File: config.mk
export PLATFORM = sky130hd
export DESIGN_NAME = mem_port_arbiter
export DESIGN_NICKNAME = d
export VERILOG_FILES = /design/src/rtl/mem_port_arbiter.sv
export SDC_FILE = /design/constraint.sdc
export NUM_CORES = 1
export LEC_CHECK = 0
export ABC_AREA = 1
export BUFFER_PORTS_ARGS = -buffer_cell sky130_fd_sc_hd__buf_2
export CORE_AREA = 2 2 105 107
export CTS_CLUSTER_DIAMETER = 80
export DETAILED_ROUTE_END_ITERATION = 7
export DIE_AREA = 0 0 107 109
export HOLD_SLACK_MARGIN = 0.05
export PLACE_DENSITY_LB_ADDON = 0.3
export RECOVER_POWER = 100
export SETUP_SLACK_MARGIN = 0.05
export SYNTH_ARGS = -nofsm -noshare
export SYNTH_HDL_FRONTEND = slang
export SYNTH_SLANG_ARGS = --single-unit
File: constraint.sdc
create_clock -name clk -period 1.29 [get_ports clk]
set_input_delay 0.258 -clock clk [delete_from_list [all_inputs] [get_ports clk]]
set_output_delay 0.258 -clock clk [all_outputs]
set_load 0.03 [all_outputs]
File: src/rtl/mem_port_arbiter.sv
// Shared single-port memory arbiter between instruction fetch and data memory.
// Data wins contention unless fetch has been starved STARVE_MAX times in a row.
// Responses follow the grant by one cycle and are routed to the recorded owner.
module mem_port_arbiter #(
    parameter int unsigned STARVE_MAX = 3
) (
    input  logic        clk,
    input  logic        rst,
    input  logic        if_req,
    input  logic [31:0] if_addr,
    output logic        if_gnt,
    output logic        if_rvalid,
    output logic [31:0] if_rdata,
    input  logic        dm_req,
    input  logic        dm_we,
    input  logic [31:0] dm_addr,
    input  logic [31:0] dm_wdata,
    output logic        dm_gnt,
    output logic        dm_rvalid,
    output logic [31:0] dm_rdata,
    input  logic        halt,
    output logic        stall_if,
    output logic        mem_en,
    output logic        mem_we,
    output logic [31:0] mem_addr,
    output logic [31:0] mem_wdata,
    input  logic [31:0] mem_rdata
);

    localparam int unsigned CNT_W = (STARVE_MAX > 0) ? $clog2(STARVE_MAX + 1) : 1;

    typedef enum logic {
        RUN    = 1'b0,
        HALTED = 1'b1
    } state_e;

    state_e             state_q;
    logic [CNT_W-1:0]   starve_cnt_q;
    logic [CNT_W-1:0]   starve_cnt_d;
    logic               resp_valid_q;
    logic               resp_owner_q;   // 1 = data port, 0 = fetch
    logic               resp_we_q;
    logic               running;
    logic               starved;

    assign running = (state_q == RUN);
    assign starved = (starve_cnt_q == CNT_W'(STARVE_MAX));

    // Grant selection: fetch only in RUN, and only when uncontested or starved
    always_comb begin
        if_gnt   = running & if_req & (~dm_req | starved);
        dm_gnt   = dm_req & ~if_gnt;
        stall_if = if_req & ~if_gnt;
    end

    // Drive the shared memory port from the winner, zero when idle
    always_comb begin
        mem_en    = if_gnt | dm_gnt;
        mem_we    = 1'b0;
        mem_addr  = 32'h0;
        mem_wdata = 32'h0;
        if (dm_gnt) begin
            mem_we    = dm_we;
            mem_addr  = dm_addr;
            mem_wdata = dm_wdata;
        end else if (if_gnt) begin
            mem_addr  = if_addr;
        end
    end

    // Starvation counter next value: saturating, cleared when fetch is served or idle
    always_comb begin
        starve_cnt_d = starve_cnt_q;
        if (if_gnt || !if_req) begin
            starve_cnt_d = '0;
        end else if (dm_req && dm_gnt && !starved) begin
            starve_cnt_d = starve_cnt_q + CNT_W'(1);
        end
    end

    // FSM, starvation counter and response-owner tracking
    always_ff @(posedge clk or negedge rst) begin
        if (!rst) begin
            state_q      <= RUN;
            starve_cnt_q <= '0;
            resp_valid_q <= 1'b0;
            resp_owner_q <= 1'b0;
            resp_we_q    <= 1'b0;
        end else begin
            if (running && halt) begin
                state_q <= HALTED;
            end
            starve_cnt_q <= starve_cnt_d;
            resp_valid_q <= if_gnt | dm_gnt;
            resp_owner_q <= dm_gnt;
            resp_we_q    <= dm_gnt & dm_we;
        end
    end

    // Route the one-cycle-late memory data to the owner; writes return zero data
    always_comb begin
        if_rvalid = resp_valid_q & ~resp_owner_q;
        dm_rvalid = resp_valid_q & resp_owner_q;
        if_rdata  = if_rvalid ? mem_rdata : 32'h0;
        dm_rdata  = (dm_rvalid && !resp_we_q) ? mem_rdata : 32'h0;
    end

endmodule

* Yosys cells after proc, flatten, opt, wreduce, memory -nomap -nowiden *
Index checks and enable logic that the tools add are counted.

word-level totals
  flip-flop bits (word level) = 6
  bits in latches = 0
  memory bits (writable) = 0
  bits in read-only memories = 0
  input port bits = 134
  output and inout bits = 135
  word-level logic and storage cells = 37
  memories kept = 0

operators by class
  add/subtract/negate cells = 1
  multiply operators = 0
  div/mod/pow operators = 0
  order comparisons = 0
  equal/unequal tests = 1
  shifts and indexed selects = 0
  muxes and demuxes = 8
  bitwise gates (word level) = 13
  reduce and logical (&&, ||, !) cells = 9

operators with widths
  operator                                                       count
  32-bit two-way mux                                             5
  1-bit bitwise AND                                              7
  1-bit logical AND                                              4
  2-bit two-way mux                                              2
  1-bit NOT                                                      4
  1-bit logical NOT                                              3
  2-bit by 1-bit adder with 2-bit output, second input constant  1
  2-bit == test, second input constant                           1
  1-bit bitwise OR                                               2
  2-bit nonzero test                                             1
  1-bit logical OR                                               1
  1-bit two-way mux                                              1

* Longest topological paths before layout *
  depth after elaboration = 9
  gate-level depth with buffers = 7
  mapped depth without buffers = 6

* Worst setup path after synthesis *
Ideal clock, no wire load.

  path type = register to output
  start = register starve_cnt_q[0]
  end = output mem_wdata[15]
  arrival = 1487 ps
  data required time = 1032 ps
  slack = -455 ps
  cell stages (with the launch flop) = 8
  buffers on the path = 1
  path through = dfrtp_1 ha_1 inv_1 nand2_4 nand2_8 nand2_8 buf_6 nor2_1

between the ends
  longest elaborated chain between the ends = 6

ends and longest elaborated chain
  element                 RTL line  RTL
  from (decl)             38        logic [CNT_W-1:0] starve_cnt_q;
  from (signal assigned)  93        starve_cnt_q <= starve_cnt_d;
  2-bit == test           47        assign starved = (starve_cnt_q == CNT_W'(STARVE_MAX));
  1-bit bitwise OR        51        if_gnt = running & if_req & (~dm_req | starved);
  1-bit bitwise AND       51
  1-bit NOT               52        dm_gnt = dm_req & ~if_gnt;
  1-bit bitwise AND       52
  32-bit two-way mux      62        if (dm_gnt) begin
  to (decl)               26        output logic [31:0] mem_wdata,

No other way between the ends.

* Worst setup path after layout *
  start = register starve_cnt_q[0]
  end = output mem_wdata[24]

Same word-level chain as after synthesis.

==> results_dict.tcl <==
set metrics [dict create \
    synthCells 313 \
    worst-path-buf-inv 3 \
    max_freq_mhz 554 \
    grt_pass1_wl_um 13700 \
    ant_nets 0 \
    nNetsFinal 738 \
    cts-root-buf "clkbuf_8" \
    rsz0062_at_grt "yes" \
    finalCritPeriodShare_pct 140 \
    syn_area_per_cell_um2 5.08 \
    cts_tree "built" \
    avgViaCountPerCell 4.04 \
    ys_seq_elements 6 \
    whs_ns 0.235 \
    critPathMaxStageDelay_ns 0.39 \
    clock_skew_ns 0.00306 \
    die-area_um2 11700 \
    r2r_start "starve_cnt_q[0]" \
    diodes 0 \
    seq_power_share_pct 8.9 \
    clock_latency_ns 0.22 \
    violations "negative setup slack" \
    p_leak_nw 2.73 \
    required_ns 1.03 \
    tightestPinTransition_ns 0.328 \
    wl_per_cell_um 12.1 \
    slew_violations 0 \
    slew_headroom_pct 78.2 \
    start_util_pct 15.0 \
    cp_cell_sequence "ha_2 > inv_2 > nand2_4 > nand2_8 > nand2_8 > buf_12 > nor2_4 > buf_6" \
    overflow 0 \
    clockBufferDepth 2 \
    design_area_um2 5380 \
    drc 0 \
    ys.warnings.count 0 \
    ios 269 \
    post-route-min-period_ns 1.80 \
    clk_pin_slew_ns 0.04 \
    antenna_found_initial 0 \
    drtPass1Iterations 4 \
    critPathCaptureType "output pin" \
    outcome "finished with violations" \
    die-height_um 109 \
    cpMostUsedCell "nand2_8" \
    p_sw_share_pct 47.6 \
    cp-startpoint "starve_cnt_q[0]" \
    vias 2996 \
    critPathKind "reg2out" \
    pwr-share-comb_pct 79.1 \
    p_clk_share_pct 11.9 \
    grt_max_degree 25 \
    hold_depth 2 \
    rows 38 \
    hp-start "halt" \
    p_per_area_nw_per_um2 428 \
    fillers 948 \
    hpwlAfterDp_um 6870 \
    grt_pass1_vias 3043 \
    critPathMaxFanout 8 \
    drive_gt1_share_pct 78.2 \
    io_buffers 268 \
    slowest_stage "dfrtp_1" \
    coreArea_um2 10600 \
    p_switching_w 0.00110 \
    worst_slack_ns -0.514 \
    routed_wl_um 8960 \
    dpl_cell_area_um2 4210 \
    ir_drop_v 0.000229 \
    synth.distinct_cells 20 \
    cp-start-kind "flip-flop" \
    htreeDepth 1 \
    grtUsageTotal_pct 14.2 \
    synthesis.nets 448 \
    cp_data_arrival_time_ns 1.55 \
    die_w_um 107 \
    path_depth 8 \
    dr.first_iter.drc_count 86 \
    worstHoldPathType "in2reg" \
    cpLargestDelayFamily "flip-flops" \
    r2r_cells 8 \
    hold_viol 0 \
    finalSetupViolations 135 \
    area_growth_pct 238 \
    p_int_w 0.00121 \
    gp_routability_congestion 0.769 \
    syn_area_um2 1590 \
    cts.sinks 6 \
    cts_buffers 3 \
    cap_violations 0 \
    ys_seq_area_share_pct 9.43 \
]
-- logic make-up (layout without fill, tap and decap cells) --
group	count (synthesis)	count (layout)	synth area share, %
DFF	6	6	9.43
buffers and inverters	97	385	29.1
and+or+nand+nor	209	209	60.7
adders and majority gates	1	1	0.786
-- layout make-up --
class	instances	area (um2)	share of cell area, %
multi-input combinational	210	1950	36.2
inverter	73	282	5.23
timing repair buffer	309	2780	51.7
clock buffer	3	41.3	0.768
tap	140	175	3.26
sequential	6	151	2.82
-- flip-flops by register name, summed over array words and instances, names as in the netlist --
signal / cells
resp_we_q: 1
state_q: 1
starve_cnt_q: 2
resp_owner_q: 1
resp_valid_q: 1
-- layer usage --
metal | global-route usage [%] | up-vias | share of wire (%)
met5 | 0 | - | 0
met4 | 2.32 | 0 | 0.77
met3 | 3.29 | 8 | 8.3
met2 | 29.2 | 150 | 57
met1 | 14.6 | 1340 | 34
li1 | - | 1498 | -
-- power groups by stage --
stage	Sequential, W	Combinational, W	Clock [W]
floorplan	0.000206	0.000990	0
global placement	0.000207	0.00146	0
detailed placement	0.000208	0.00148	0
CTS	0.000206	0.00183	0.000285
global route	0.000207	0.00193	0.000296
finish	0.000206	0.00182	0.000275
-- Yosys cell counts --
cell      count  share of area (%)
buf_1         3               0.71
buf_2         7                2.2
buf_4         3                1.4
buf_6         9                6.4
buf_8         1               0.94
clkbuf_1      1               0.24
dfrtp_1       6                9.4
ha_1          1               0.79
inv_1        72                 17
inv_2         1               0.24
nand2_1      35                8.3
nand2_4       1               0.71
nand2_8       2                2.5
nand3_1      64                 20
nand4_1       4                1.6
nor2_1       88                 21
nor2_2       10                3.9
nor2_8        1                1.3
or2_1         1               0.39
or2_2         3                1.2
-- per-stage QoR --
step | instances | setup slack (ns) | utilization (%) | total power (W) | TNS (ns)
6_report | 741 | -0.514 | 50.7 | 0.00230 | -50.91
2_1_floorplan | 313 | -0.230 | - | 0.00120 | -15.74
3_3_place_gp | 731 | -0.337 | 39.7 | 0.00167 | -25.83
4_1_cts | 743 | -0.541 | 50.8 | 0.00232 | -54.72
3_5_place_dp | 731 | -0.373 | 39.7 | 0.00168 | -27.82
5_1_grt | 741 | -0.584 | 50.7 | 0.00243 | -59.91
-- worst paths after layout --
kind,endpoint,slack (ns)
worst max-delay path,mem_wdata[24],-0.51
worst max register to register,resp_owner_q,-0.08
max in group asynchronous,state_q,0.57
worst min-delay path,state_q,0.24
min in group asynchronous,starve_cnt_q[0],0.46
worst min register to register,starve_cnt_q[1],0.56
-- placed cells by master, fill, tap and decap left out, drive strengths merged --
master,Yosys,final
buf,23,306
nor2,99,99
inv,73,71
nand3,64,64
nand2,38,38
dfrtp,6,6
nand4,4,4
or2,4,4
clkbuf,1,4
clkinvlp,0,2
ha,1,1
bufbuf,0,1
dlygate4sd3,0,1
-- what timing repair did --
item / CTS / global route
endpoints found under the hold margin: 6 / 0
gates resized for setup: 305 / 5
setup buffers: 6 / 0
pin swaps: 15 / 6
cloned: 4 / 0
endpoints found under the setup margin: 136 / 137
hold buffers: 1 / 0
Power figures use the tool's default switching activity.
